`config.mk`:
```
export PLATFORM = sky130hd
export DESIGN_NAME = cmd_seq_rx_core
export DESIGN_NICKNAME = d
export VERILOG_FILES = /design/src/rtl/cmd_seq_rx_core.sv
export SDC_FILE = /design/constraint.sdc
export NUM_CORES = 1
export LEC_CHECK = 0
export BUFFER_PORTS_ARGS = -buffer_cell sky130_fd_sc_hd__buf_2
export CAP_MARGIN = 10
export CORE_MARGIN = 5
export CORE_UTILIZATION = 55
export CTS_BUF_LIST = sky130_fd_sc_hd__clkbuf_4 sky130_fd_sc_hd__clkbuf_8
export DETAILED_ROUTE_END_ITERATION = 12
export HOLD_SLACK_MARGIN = 0.15
export PLACE_DENSITY = 0.73
export SLEW_MARGIN = 20
export SYNTH_ARGS = -nofsm -noshare
export SYNTH_HDL_FRONTEND = slang
export SYNTH_SLANG_ARGS = --single-unit
```
`constraint.sdc`:
```
create_clock -name CLK -period 3.6 [get_ports CLK]
set_clock_uncertainty 0.1 [all_clocks]
set_input_delay 0.36 -clock CLK [delete_from_list [all_inputs] [get_ports CLK]]
set_output_delay 0.36 -clock CLK [all_outputs]
set_load 0.01 [all_outputs]
```
`src/rtl/cmd_seq_rx_core.sv`:
```
// Receive side of the command sequencer: hunts for a sync word on a 2x-oversampled
// serial line (NRZ or Manchester), then deserialises the payload MSB-first into a FWFT byte FIFO.
module cmd_seq_rx_core #(
  parameter int FIFO_ADDR_WIDTH = 4
) (
  input  logic        CLK,
  input  logic        RST_N,
  input  logic        RX_ENABLE,
  input  logic [1:0]  CONF_MODE,
  input  logic [7:0]  CONF_SYNC,
  input  logic [15:0] CONF_BIT_COUNT,
  input  logic        CMD_DATA_IN,
  output logic [7:0]  DATA_OUT,
  output logic        DATA_VALID,
  input  logic        DATA_READY,
  output logic        FRAME_DONE,
  output logic        CODE_ERR,
  output logic        OVERFLOW,
  output logic        BUSY
);

  localparam int DEPTH = 1 << FIFO_ADDR_WIDTH;

  typedef enum logic {
    ST_HUNT = 1'b0,
    ST_RECV = 1'b1
  } state_t;

  state_t                   r_state, w_state_next;
  logic                     r_meta, r_sync;
  logic [15:0]              r_hs;
  logic [1:0]               r_mode;
  logic [15:0]              r_count;
  logic [15:0]              r_bit_cnt;
  logic                     r_phase;
  logic [7:0]               r_byte;
  logic                     r_frame_done, r_code_err, r_overflow;
  logic [FIFO_ADDR_WIDTH:0] r_wr_ptr, r_rd_ptr;
  logic [7:0]               r_mem [DEPTH];

  logic [15:0] w_sync_exp;
  logic        w_match, w_decode, w_bit, w_bad, w_last, w_full_byte;
  logic [15:0] w_bit_cnt_inc;
  logic [7:0]  w_byte_shift;
  logic [2:0]  w_pad;
  logic        w_push, w_frame_done_next, w_code_err_next;
  logic [7:0]  w_push_data;
  logic        w_pop, w_full, w_wr_en;

  // Each sync bit becomes an (older, newer) half-sample pair; older sits at the higher index.
  function automatic logic [15:0] expand_sync(input logic [1:0] mode, input logic [7:0] sync);
    logic [15:0] exp_v;
    exp_v = '0;
    for (int i = 0; i < 8; i++) begin
      case (mode)
        2'd2:    exp_v[2*i +: 2] = {~sync[i], sync[i]};
        2'd3:    exp_v[2*i +: 2] = {sync[i], ~sync[i]};
        default: exp_v[2*i +: 2] = {sync[i], sync[i]};
      endcase
    end
    return exp_v;
  endfunction

  assign w_sync_exp    = expand_sync(CONF_MODE, CONF_SYNC);
  assign w_match       = RX_ENABLE && (r_state == ST_HUNT) && (r_hs == w_sync_exp);
  assign w_decode      = RX_ENABLE && (r_state == ST_RECV) && r_phase;
  assign w_bit         = (r_mode == 2'd3) ? r_hs[1] : r_hs[0];
  assign w_bad         = r_mode[1] && (r_hs[1] == r_hs[0]);
  assign w_bit_cnt_inc = r_bit_cnt + 16'd1;
  assign w_byte_shift  = {r_byte[6:0], w_bit};
  assign w_last        = (w_bit_cnt_inc == r_count);
  assign w_full_byte   = (w_bit_cnt_inc[2:0] == 3'd0);
  assign w_pad         = 3'd0 - w_bit_cnt_inc[2:0];

  // NOTE: every always_comb output gets a default first so no path leaves it unassigned (no latch).
  always_comb begin
    w_state_next      = r_state;
    w_push            = 1'b0;
    w_push_data       = w_byte_shift;
    w_frame_done_next = 1'b0;
    w_code_err_next   = 1'b0;
    case (r_state)
      ST_HUNT: begin
        if (w_match) begin
          if (CONF_BIT_COUNT == 16'd0) w_frame_done_next = 1'b1;
          else                         w_state_next      = ST_RECV;
        end
      end
      ST_RECV: begin
        if (!RX_ENABLE) begin
          w_state_next = ST_HUNT;
        end else if (w_decode) begin
          if (w_bad) begin
            w_code_err_next = 1'b1;
            w_state_next    = ST_HUNT;
          end else begin
            if (w_full_byte) begin
              w_push = 1'b1;
            end else if (w_last) begin
              // Trailing partial byte is left-aligned, zero-padded in the LSBs.
              w_push      = 1'b1;
              w_push_data = w_byte_shift << w_pad;
            end
            if (w_last) begin
              w_frame_done_next = 1'b1;
              w_state_next      = ST_HUNT;
            end
          end
        end
      end
      default: w_state_next = ST_HUNT;
    endcase
  end

  assign DATA_VALID = (r_wr_ptr != r_rd_ptr);
  assign w_pop      = DATA_VALID && DATA_READY;
  assign w_full     = (r_wr_ptr[FIFO_ADDR_WIDTH] != r_rd_ptr[FIFO_ADDR_WIDTH]) &&
                      (r_wr_ptr[FIFO_ADDR_WIDTH-1:0] == r_rd_ptr[FIFO_ADDR_WIDTH-1:0]);
  assign w_wr_en    = w_push && (!w_full || w_pop);

  // NOTE: state registers use non-blocking assignments so every flop samples pre-edge values.
  always_ff @(posedge CLK or negedge RST_N) begin
    if (!RST_N) begin
      r_state      <= ST_HUNT;
      r_meta       <= 1'b0;
      r_sync       <= 1'b0;
      r_hs         <= '0;
      r_mode       <= '0;
      r_count      <= '0;
      r_bit_cnt    <= '0;
      r_phase      <= 1'b0;
      r_byte       <= '0;
      r_frame_done <= 1'b0;
      r_code_err   <= 1'b0;
      r_overflow   <= 1'b0;
      r_wr_ptr     <= '0;
      r_rd_ptr     <= '0;
    end else begin
      r_state      <= w_state_next;
      r_meta       <= CMD_DATA_IN;
      r_sync       <= r_meta;
      r_hs         <= {r_hs[14:0], r_sync};
      // Phase is cleared in HUNT so the first decode lands two cycles after the match.
      r_phase      <= (r_state == ST_HUNT) ? 1'b0 : ~r_phase;
      r_frame_done <= w_frame_done_next;
      r_code_err   <= w_code_err_next;
      if (w_match) begin
        r_mode    <= CONF_MODE;
        r_count   <= CONF_BIT_COUNT;
        r_bit_cnt <= '0;
        r_byte    <= '0;
      end else if (w_decode) begin
        r_bit_cnt <= w_bit_cnt_inc;
        r_byte    <= w_byte_shift;
      end
      if (!RX_ENABLE)                r_overflow <= 1'b0;
      else if (w_push && !w_wr_en)   r_overflow <= 1'b1;
      if (w_wr_en) r_wr_ptr <= r_wr_ptr + 1'b1;
      if (w_pop)   r_rd_ptr <= r_rd_ptr + 1'b1;
    end
  end

  // NOTE: FIFO storage has no reset; the pointers define emptiness and DATA_OUT is gated below.
  always_ff @(posedge CLK) begin
    if (w_wr_en) r_mem[r_wr_ptr[FIFO_ADDR_WIDTH-1:0]] <= w_push_data;
  end

  assign DATA_OUT   = DATA_VALID ? r_mem[r_rd_ptr[FIFO_ADDR_WIDTH-1:0]] : 8'h00;
  assign FRAME_DONE = r_frame_done;
  assign CODE_ERR   = r_code_err;
  assign OVERFLOW   = r_overflow;
  assign BUSY       = (r_state == ST_RECV);

endmodule
```
==> metrics.md, run 1 <==
| Metric | Value |
|---|---|
| Initial antenna violation count | 0 |
| EDFF count, synth | ~130 |
| Top-count cell post-synth | edfxtp_1 |
| Worst r2r src | r_bit_cnt[0]$_DFFE_PN0P_ |
| Drt first pass iters | 5 |
| Syn Inst Count | 638 |
| Share of the synthesized area in the top cell type | 41.2% |
| Req. time, crit path | 3720 ps |
| Worst path slowest cell | or4b_4 |
| CTS tree | yes |
| GR Overflow Total | 0 |
| Pwr/cell area | 503 nW/µm² |
| Die area | roughly 20,000 µm² |
| DRC | 0 |
| Critical-path maximum fanout | 16 |
| R2r setup slk | 130 ps |
| Row count | 47 |
| Cell Area, Placed | slightly below 10,000 µm² |
| Leak | 4.04 nW |
| Top FF cell, synth | edfxtp_1 |
| Worst Hold End | OVERFLOW$_DFFE_PN0P_ |
| Total GRT Usage | 20.5% |
| Skew-Pair Late Insertion Delay | 510 ps |
| Synth warn | 0 |
| Hold Path Origin | DATA_READY |
| Final Slew Violations | 0 |
| Synthesized cell area | 9330 µm² |
| Gpl congestion | 0.859 |
| Vias in the first global route | 5,977 |
| Most frequent cell on the critical path | ha_1 |
| Crit path DAT | about 3600 ps |
| Via count | 5,694 |
| Status | finished, final reports clean |
| Slew @ Worst Pin | 883 ps |
| Top cells by count, synth | 128 x edfxtp_1, 74 x dfrtp_1, 50 x xnor2_1 |
| Die height | 140 µm |
| WHS Path Cells | 4 |
| R2R cell count | 10 |
| Clock Sinks | 202 |
| Library cells used by synthesis | 59 |
| Tmin final | ~3500 ps |
| Mean Syn Cell Area | between 10 and 15 µm² |
| CTS root buf | clkbuf_8 |
| Post-DP HPWL | 13.0 mm |
| Syn nets | between 600 and 700 |
| Layout cells sized above 1 | 28.9% |
| Pwr Total | 5.46 mW |
| Hold WC Path Type | primary input to register |
| Ant diodes | 0 |
| H-tree depth | 2 |
| Post-Route WL | 19.4 mm |
| Largest net degree at the start of global routing | 75 |
| Dominant cell type by area after synthesis | edfxtp_1 |
| Die span in x | roughly 140 µm |
| Clk slew on worst S/H paths | 60 ps |
| Max-cap violations | 0 |
| Post-Route Utilization | about 65% |
| Reg2reg end | r_mem[2][4]$_DFFE_PP_ |
| Worst path max stage delay | 520 ps |
| Crit start category | register |
| Async SR Flop Fraction | roughly 37% |
| Layout area overhead | 16.3% |
| CTS Buf Count | 34 |
| DR iter-0 viols | between 300 and 400 |
| Buffers added on ports | 43 |
| Flops & latches, synth | slightly above 200 |
| DR WL/cell | 19.7 µm |
| Max clock buf depth | 3 |
| Avg Vias per Cell | 5.79 |
| Fin cells | 984 |
| Post-place setup slack | ~110 ps |
| Effective utilization at floorplan | 56.2% |
| Fmax | roughly 290 MHz |
| Crit path capture type | register |
| Cells after DPL | 902 |
| Endpoints failing hold | 0 |
| Remaining antenna violation count | 0 |
| Slew HR | 41.1% |
| Core Region | 16,600 µm² |
| Hold Slack | 214 ps |
| Setup TNS Final | 0 ps |
| Final worst slack | 130 ps |
| First-pass GRT wire length | 31.7 mm |
| Ports | 44 |
| Final period util | 96.4% |
| Max IR drop VDD | 0.290 mV |
| Nets | roughly 800 |
| Setup violations, final | 0 |
| Critical path class | register to register |
| Largest cells by area after synthesis | edfxtp_1 41%, dfrtp_1 20%, mux4_2 8.2% |
| Sequential-to-total area share from yosys stat | 61.1% |
| Crit path cell chain | ha_1, ha_1, xor2_1, nor3_1, nor4bb_2, nand4_1, or4b_4, nor3_4, buf_12, mux2_4 |
| Final Cell Area | about 11,000 µm² |
timing repair:
item	in CTS	in global routing
setup endpoints to repair	0	228
resized for setup	0	4
hold buffers	21	0
buffers inserted	0	1
endpoints found under the hold margin	96	0
state kept, by name, summed over array words and instances (netlist names):
name and flops:
r_meta 1, OVERFLOW 1, r_wr_ptr 5, FRAME_DONE 1
r_byte 7, r_phase 1, BUSY 1, r_sync 1
r_hs 16, CODE_ERR 1, r_rd_ptr 5, r_mode 2
r_mem 128, r_bit_cnt 16, r_count 16
cell usage in the layout (no fill, tap or decap), drive strengths merged, types with 3 or more instances in the layout:
| master | instances |
|---|---|
| edfxtp | 128 |
| buf | 82 |
| dfrtp | 74 |
| clkbuf | 53 |
| xnor2 | 50 |
| nor2 | 43 |
| mux4 | 34 |
| mux2 | 30 |
| dlygate4sd3 | 21 |
| and3 | 21 |
| mux2i | 19 |
| a211oi | 19 |
| nor2b | 17 |
| nand2 | 16 |
| nand3 | 15 |
| nand4 | 15 |
| nor3 | 14 |
| xor2 | 12 |
| inv | 11 |
| a21oi | 9 |
| ha | 8 |
| nor4 | 8 |
| o21ai | 7 |
| clkinv | 6 |
| or4 | 5 |
| and2 | 5 |
| o31ai | 4 |
| nand2b | 3 |
| o22ai | 3 |
| a311oi | 3 |
| nand4b | 3 |
| and4 | 3 |
how the worst max path moves through the flow:
stage / startpoint / end / slack [ps]
after floorplan: r_bit_cnt[1]$_DFFE_PN0P_ / r_mem[3][0]$_DFFE_PP_ / 100
after global placement: r_bit_cnt[5]$_DFFE_PN0P_ / r_mem[2][4]$_DFFE_PP_ / 180
after detailed placement: r_bit_cnt[5]$_DFFE_PN0P_ / r_mem[10][4]$_DFFE_PP_ / 110
after CTS: r_bit_cnt[5]$_DFFE_PN0P_ / r_mem[10][0]$_DFFE_PP_ / 50
after global routing: r_bit_cnt[0]$_DFFE_PN0P_ / r_mem[7][3]$_DFFE_PP_ / -2
final: r_bit_cnt[0]$_DFFE_PN0P_ / r_mem[2][4]$_DFFE_PP_ / 130
metal layers:
metal | vias to the layer above | track usage [%] | share of wire [%]
met5 | - | 0 | 0
met4 | 0 | 7.04 | 2.5
met3 | 37 | 4.43 | 5.5
met2 | 175 | 35.4 | 51
met1 | 2849 | 25.9 | 41
li1 | 2633 | - | -
layout make-up:
class / instances / area, µm²
fillers: 1223 / 5730
flip-flops and latches: 202 / 5700
multi-input cells: 388 / 3420
repair buffers: 103 / 733
clock buffers: 53 / 648
well taps: 220 / 275
inverters: 11 / 41.3
clock inverters: 7 / 33.8
cells by family after synthesis:
group / share of synthesized area, %
flip-flops: 61.1
AO/OA/AOI/OAI: 4.55
buffers and inverters: 2.40
AND/OR/NAND/NOR: 11.0
adder cells (fa/ha/maj): 1.07
multiplexers: 14.1
XOR/XNOR: 5.82
critical path, delay by kind of cell (launching register included):
kind / cells / cell delay, ps
and+or+nand+nor: 5 / 1460
adders and majority gates: 2 / 550
DFF: 1 / 380
muxes: 1 / 380
xor gates and xnor gates: 1 / 150
buffers and inverters: 1 / 150
report_power, final:
part | total (mW) | switching (mW) | leakage, nW | internal (mW)
Sequential | 2.56 | 0.0662 | 1.96 | 2.49
Combinational | 0.910 | 0.491 | 1.71 | 0.419
Clock | 1.99 | 0.852 | 0.364 | 1.14
Total | 5.46 | 1.41 | 4.04 | 4.05
(Power assumes the default switching activity.)
==> run 2: changes to the inputs <==
- RECOVER_POWER: unset -> 50
==> metrics.md, run 2 (synthesized netlist as in run 1, its figures left out) <==
| Metric | Value |
|---|---|
| Max-cap violations | 1 (+1) |
| Fmax | 287 MHz (-0.27%) |
| Hold Path Origin | DATA_READY |
| Status | finished, violations left |
| Max IR drop VDD | 0.300 mV (+3.8%) |
| Pwr/cell area | 504 nW/µm² (about the same) |
| Setup violations, final | 0 (unchanged) |
| Clk slew on worst S/H paths | 60 ps (about the same) |
| DR WL/cell | 19.8 µm (about the same) |
| Endpoints failing hold | 0 (unchanged) |
| Filler cells | 1,244 (+1.7%) |
| Max clock buf depth | 3 (unchanged) |
| DRC | 0 (unchanged) |
| Vias in the first global route | 5,977 (unchanged) |
| Leak | 3.99 nW (-1.2%) |
| Gpl congestion | 0.859 (unchanged) |
| Area of the multi-input gates | 3420 µm² (unchanged) |
| Slew @ Worst Pin | 1750 ps (+864 ps) |
| Nets | 779 (unchanged) |
| GR Overflow Total | 0 (unchanged) |
| Crit path DAT | 3590 ps (about the same) |
| Crit path max-delay family | simple AND/OR/NAND/NOR gates |
| Cell Area, Placed | 9920 µm² (unchanged) |
| Ant diodes | 0 (unchanged) |
| Req. time, crit path | 3710 ps (about the same) |
| Worst path max stage delay | 520 ps (about the same) |
| Die height | 140 µm (unchanged) |
| Critical-path maximum fanout | 16 (unchanged) |
| Critical path origin | r_bit_cnt[0]$_DFFE_PN0P_ |
| Final period util | 96.7% (+0.26 points) |
| H-tree depth | 2 (unchanged) |
| Setup TNS Final | 0 ps (unchanged) |
| Tmin final | 3480 ps (+9.33 ps) |
| Reg2reg end | r_mem[12][3]$_DFFE_PP_ |
| CTS tree | yes |
| Most frequent cell on the critical path | ha_1 |
| Ports | 44 (unchanged) |
| Skew-Pair Late Insertion Delay | 510 ps (about the same) |
| Commonest non-fill, non-tap cells in the layout | 128 x edfxtp_1, 73 x dfrtp_1, 50 x xnor2_1 |
| R2R cell count | 10 (unchanged) |
| Critical path capture point | r_mem[12][3]$_DFFE_PP_ |
| Slew HR | -16.5% (-58 points) |
| Avg Vias per Cell | 5.82 (+0.61%) |
| Buffers added on ports | 43 (unchanged) |
| Core Region | 16,600 µm² (unchanged) |
| Layout area overhead | 15.9% |
| R2r setup slk | 120 ps (about the same) |
| Initial antenna violation count | 0 (unchanged) |
| Failing checks | max-capacitance violations, max-slew violations |
| CTS Buf Count | 34 (unchanged) |
| Post-Route WL | 19.4 mm (about the same) |
| Layout cells sized above 1 | 26.7% (-2.2 points) |
| Largest net degree at the start of global routing | 75 (unchanged) |
| Row count | 47 (unchanged) |
| Crit start category | register |
| Critical path class | register to register |
| Crit path cell chain | ha_1, ha_1, xor2_1, nor3_1, nor4bb_2, nand4_1, or4b_4, nor3_4, buf_12, mux2_4 |
| CTS root buf | clkbuf_8 |
| Cells after DPL | 902 (unchanged) |
| Worst path slowest cell | or4b_4 |
| Total GRT Usage | 20.5% (unchanged) |
| Clock Sinks | 202 (unchanged) |
| Remaining antenna violation count | 0 (unchanged) |
| First-pass GRT wire length | 31.7 mm (unchanged) |
| Worst r2r src | r_bit_cnt[0]$_DFFE_PN0P_ |
| Via count | 5,729 (+0.61%) |
| Crit path capture type | register |
| Post-Route Utilization | 65.2% (-0.24 points) |
| DR iter-0 viols | 387 (-0.26%) |
| Commonest non-fill, non-tap cell in the layout | edfxtp_1 |
| Max reg flops | 128 (unchanged) |
| Post-DP HPWL | 13.0 mm (unchanged) |
| Hold WC Path Type | primary input to register |
| Effective utilization at floorplan | 56.2% (unchanged) |
| Final Cell Area | 10,800 µm² (-0.37%) |
| Die span in x | 140 µm (unchanged) |
| Fin cells | 984 (unchanged) |
| Final Slew Violations | 75 (+75) |
| Critical path depth | 10 (unchanged) |
| Die area | 19,700 µm² (unchanged) |
| Drt first pass iters | 5 (unchanged) |
| Storage cell area | 5700 µm² (unchanged) |
| WP buf/inv | 1 (unchanged) |
==> run 2: worst min-delay path by stage <==
| stage | end | cells past startpoint | slack (ps) |
|---|---|---|---|
| 2_1_floorplan | BUSY$_DFF_PN0_ | 0 | -40 |
| 3_3_place_gp | r_sync$_DFF_PN0_ | 0 | 230 |
| 3_5_place_dp | r_hs[0]$_DFF_PN0_ | 0 | 230 |
| 4_1_cts | OVERFLOW$_DFFE_PN0P_ | 4 | 180 |
| 5_1_grt | OVERFLOW$_DFFE_PN0P_ | 4 | 210 |
| 6_report | OVERFLOW$_DFFE_PN0P_ | 4 | 210 |
==> run 2: power breakdown <==
part           switching, mW  internal, mW  total [mW]
logic                  0.495         0.401       0.896
registers             0.0657          2.49        2.56
clock network          0.851          1.14        1.99
total                   1.41          4.03        5.45
==> run 2: what timing repair did <==
item | CTS | global route
resized for setup | 0 | 4
buffers inserted | 0 | 1
endpoints found under the setup margin | 0 | 228
hold buffers | 21 | 0
hold endpoints to repair | 96 | 0
==> run 2: routing by layer <==
metal | vias up | share of wire, % | global-route usage, %
li1 | 2635 | - | -
met1 | 2871 | 41 | 25.9
met2 | 186 | 51 | 35.4
met3 | 37 | 5.7 | 4.43
met4 | 0 | 2.5 | 7.04
met5 | - | 0 | 0
==> run 2: worst min-delay path: stages <==
cell,delay [ps]
buf_2,120
nor3_1,100
nand4b_1,150
nand2_1,60
==> run 2: stage by stage <==
| stage | hold slack (ps) | power, mW | setup WS, ps |
|---|---|---|---|
| final | 211 | 5.45 | 121 |
| after global routing | 214 | 5.72 | -1.94 |
| after CTS | 182 | 5.54 | 52.5 |
| after detailed placement | 235 | 3.51 | 114 |
| after global placement | 234 | 3.49 | 184 |
| after floorplan | -35.6 | 3.21 | 105 |
==> run 2: layout make-up <==
type	instances	share of cell area, %
repair buffers	103	6.41
flip-flops and latches	202	52.7
well taps	220	2.55
clock buffers	53	6.00
multi-input cells	388	31.6
inverters	11	0.382
clock inverters	7	0.313
==> run 3: changes to the inputs <==
- PLACE_DENSITY: 0.73 -> 0.71
- clock period: 3.6 -> 3.8 ns (I/O delays scaled with it)
==> metrics.md, run 3 (synthesized netlist as in run 1, its figures left out) <==
| Metric | Value |
|---|---|
| Core Region | 16,600 µm² (unchanged) |
| Worst r2r src | r_bit_cnt[0]$_DFFE_PN0P_ |
| Max-cap violations | 1 (unchanged) |
| Effective utilization at floorplan | 56.2% (unchanged) |
| Largest net degree at the start of global routing | 75 (unchanged) |
| Commonest non-fill, non-tap cell in the layout | edfxtp_1 |
| Filler cells | 1,200 (-3.5%) |
| Pwr/cell area | 473 nW/µm² (-6.2%) |
| Met1 WL | 8.18 mm (+3.3%) |
| Setup violations, final | 0 (unchanged) |
| Die span in x | 140 µm (unchanged) |
| Critical-path maximum fanout | 19 (+3) |
| Fmax | 282 MHz (-1.7%) |
| Met3 WL | 924 µm (-17%) |
| DR WL/cell | 19.4 µm (-1.6%) |
| Highest routed layer | met4 |
| Tmin final | 3540 ps (+60.4 ps) |
| Skew-Pair Late Insertion Delay | 550 ps (+40 ps) |
| Worst path max stage delay | 570 ps (+50 ps) |
| Clock Sinks | 202 (unchanged) |
| Ports | 44 (unchanged) |
| Hold WC Path Type | primary input to register |
| Status | finished, violations left |
| Crit start category | register |
| Crit path capture type | register |
| Critical path class | register to register |
| Post-DP HPWL | 12.6 mm (-3.0%) |
| Leak | 3.82 nW (-4.2%) |
| Max reg flops | 128 (unchanged) |
| Die area | 19,700 µm² (unchanged) |
| Row count | 47 (unchanged) |
| Gpl congestion | 0.827 (-3.8%) |
| Hold Slack | 213 ps (+2.27 ps) |
| Req. time, crit path | 3900 ps (+190 ps) |
| RSZ-0062 raised after global routing | false |
| Post-Route Utilization | 63.7% (-1.4 points) |
| Total GRT Usage | 19.4% (-1.1 points) |
| Ant diodes | 0 (unchanged) |
| GR Overflow Total | 0 (unchanged) |
| DRC | 0 (unchanged) |
| Die height | 140 µm (unchanged) |
| Failing checks | max-capacitance violations, max-slew violations |
| Commonest non-fill, non-tap cells in the layout | 128 x edfxtp_1, 73 x dfrtp_1, 50 x xnor2_1 |
| Final period util | 93.2% (-3.5 points) |
| Buffers added on ports | 43 (unchanged) |
| Remaining antenna violation count | 0 (unchanged) |
| Drt first pass iters | 6 (+1) |
| Final Slew Violations | 75 (unchanged) |
| CTS root buf | clkbuf_8 |
| Via count | 5,534 (-3.4%) |
| Layout area overhead | 13.3% |
| Max IR drop VDD | 0.304 mV (+1.1%) |
| DR iter-0 viols | 395 (+2.1%) |
| CTS tree | yes |
| Reg2reg end | r_mem[7][0]$_DFFE_PP_ |
| Max clock buf depth | 3 (unchanged) |
| Clk slew on worst S/H paths | 60 ps (about the same) |
| Endpoints failing hold | 0 (unchanged) |
| Initial antenna violation count | 0 (unchanged) |
| Crit path cell chain | buf_4, nand4_4, or4_4, mux2_4, and3_4, or4b_4, nor3_4, a21oi_1, clkbuf_2 |
| Worst path slowest cell | or4_4 |
| Vias in the first global route | 5,729 (-4.1%) |
| CTS Buf Count | 31 (-8.8%) |
| Critical path capture point | r_mem[7][0]$_DFFE_PP_ |
| H-tree depth | 1 (-1) |
| Critical path origin | r_bit_cnt[0]$_DFFE_PN0P_ |
| Crit path DAT | 3640 ps (+50 ps) |
| Setup TNS Final | 0 ps (unchanged) |
| Layout cells sized above 1 | 23.3% (-3.4 points) |
| Nets | 754 (-3.2%) |
| R2R cell count | 9 (-1) |
| Setup fix buffers added after clock tree synthesis | 0 (unchanged) |
| First-pass GRT wire length | 30.7 mm (-3.2%) |
| Slew @ Worst Pin | 1830 ps (+83.1 ps) |
| Detail Route met2 WL | 9.21 mm (-7.2%) |
| R2r setup slk | 260 ps (+140 ps) |
| Slew HR | -22.0% (-5.5 points) |
| Post-Route WL | 18.6 mm (-4.1%) |
| Avg Vias per Cell | 5.77 (-0.89%) |
run 3: cell count changes in the layout (fill, tap and decap cells not counted), sizes merged:
cell	previous run	this run
buf	60	40
clkbuf	75	64
clkinv	6	11
bufinv	0	1
run 3: power by group:
group / switching, mW / internal [mW]
Clock: 0.783 / 0.971
Sequential: 0.0957 / 2.36
Combinational: 0.414 / 0.373
Total: 1.29 / 3.70
run 3: timing repair:
action,in CTS,in global routing
gates resized for setup,0,7
hold buffers,21,0
endpoints found under the setup margin,0,104
hold endpoints to repair,96,0
run 3: layout make-up:
type                            instances  area, µm²  share of cell area, %
Tap cell                              220        275                   2.60
Multi-Input combinational cell        388       3410                   32.3
Sequential cell                       202       5700                   53.9
Timing Repair Buffer                   81        531                   5.02
Clock inverter                         13       80.1                  0.757
Inverter                               11       41.3                  0.391
Clock buffer                           44        537                   5.08
run 3: worst min path at each step:
stage                                 from              endpoint  slack (ps)  depth (start not counted)
after floorplan                      RST_N        BUSY$_DFF_PN0_         -20                          0
after global placement    r_meta$_DFF_PN0_      r_sync$_DFF_PN0_         230                          0
after detailed placement  r_sync$_DFF_PN0_     r_hs[0]$_DFF_PN0_         240                          0
after CTS                       DATA_READY  OVERFLOW$_DFFE_PN0P_         170                          4
after global routing            DATA_READY  OVERFLOW$_DFFE_PN0P_         180                          4
final                           DATA_READY  OVERFLOW$_DFFE_PN0P_         210                          4
run 3: routing by layer:
| metal | vias up | track usage [%] |
|---|---|---|
| li1 | 2591 | - |
| met1 | 2754 | 27.2 |
| met2 | 157 | 32.3 |
| met3 | 32 | 3.27 |
| met4 | 0 | 4.74 |
| met5 | - | 0 |
run 3: through the flow:
step	cell area [µm²]	setup slack (ps)	std cells	power (mW)
floorplan	9330	305	638	3.04
global placement	9780	218	881	3.27
detailed placement	9780	142	881	3.30
CTS	10600	148	959	5.08
global route	10600	62.1	959	5.25
finish	10600	260	959	5.00
run 3: critical path: cells and delay by family (launching register included):
kind,cells,cell delay [ps]
AOI/OAI and AO/OA,1,120
muxes,1,310
DFF,1,350
and+or+nand+nor,5,1750
buffers and inverters,2,560
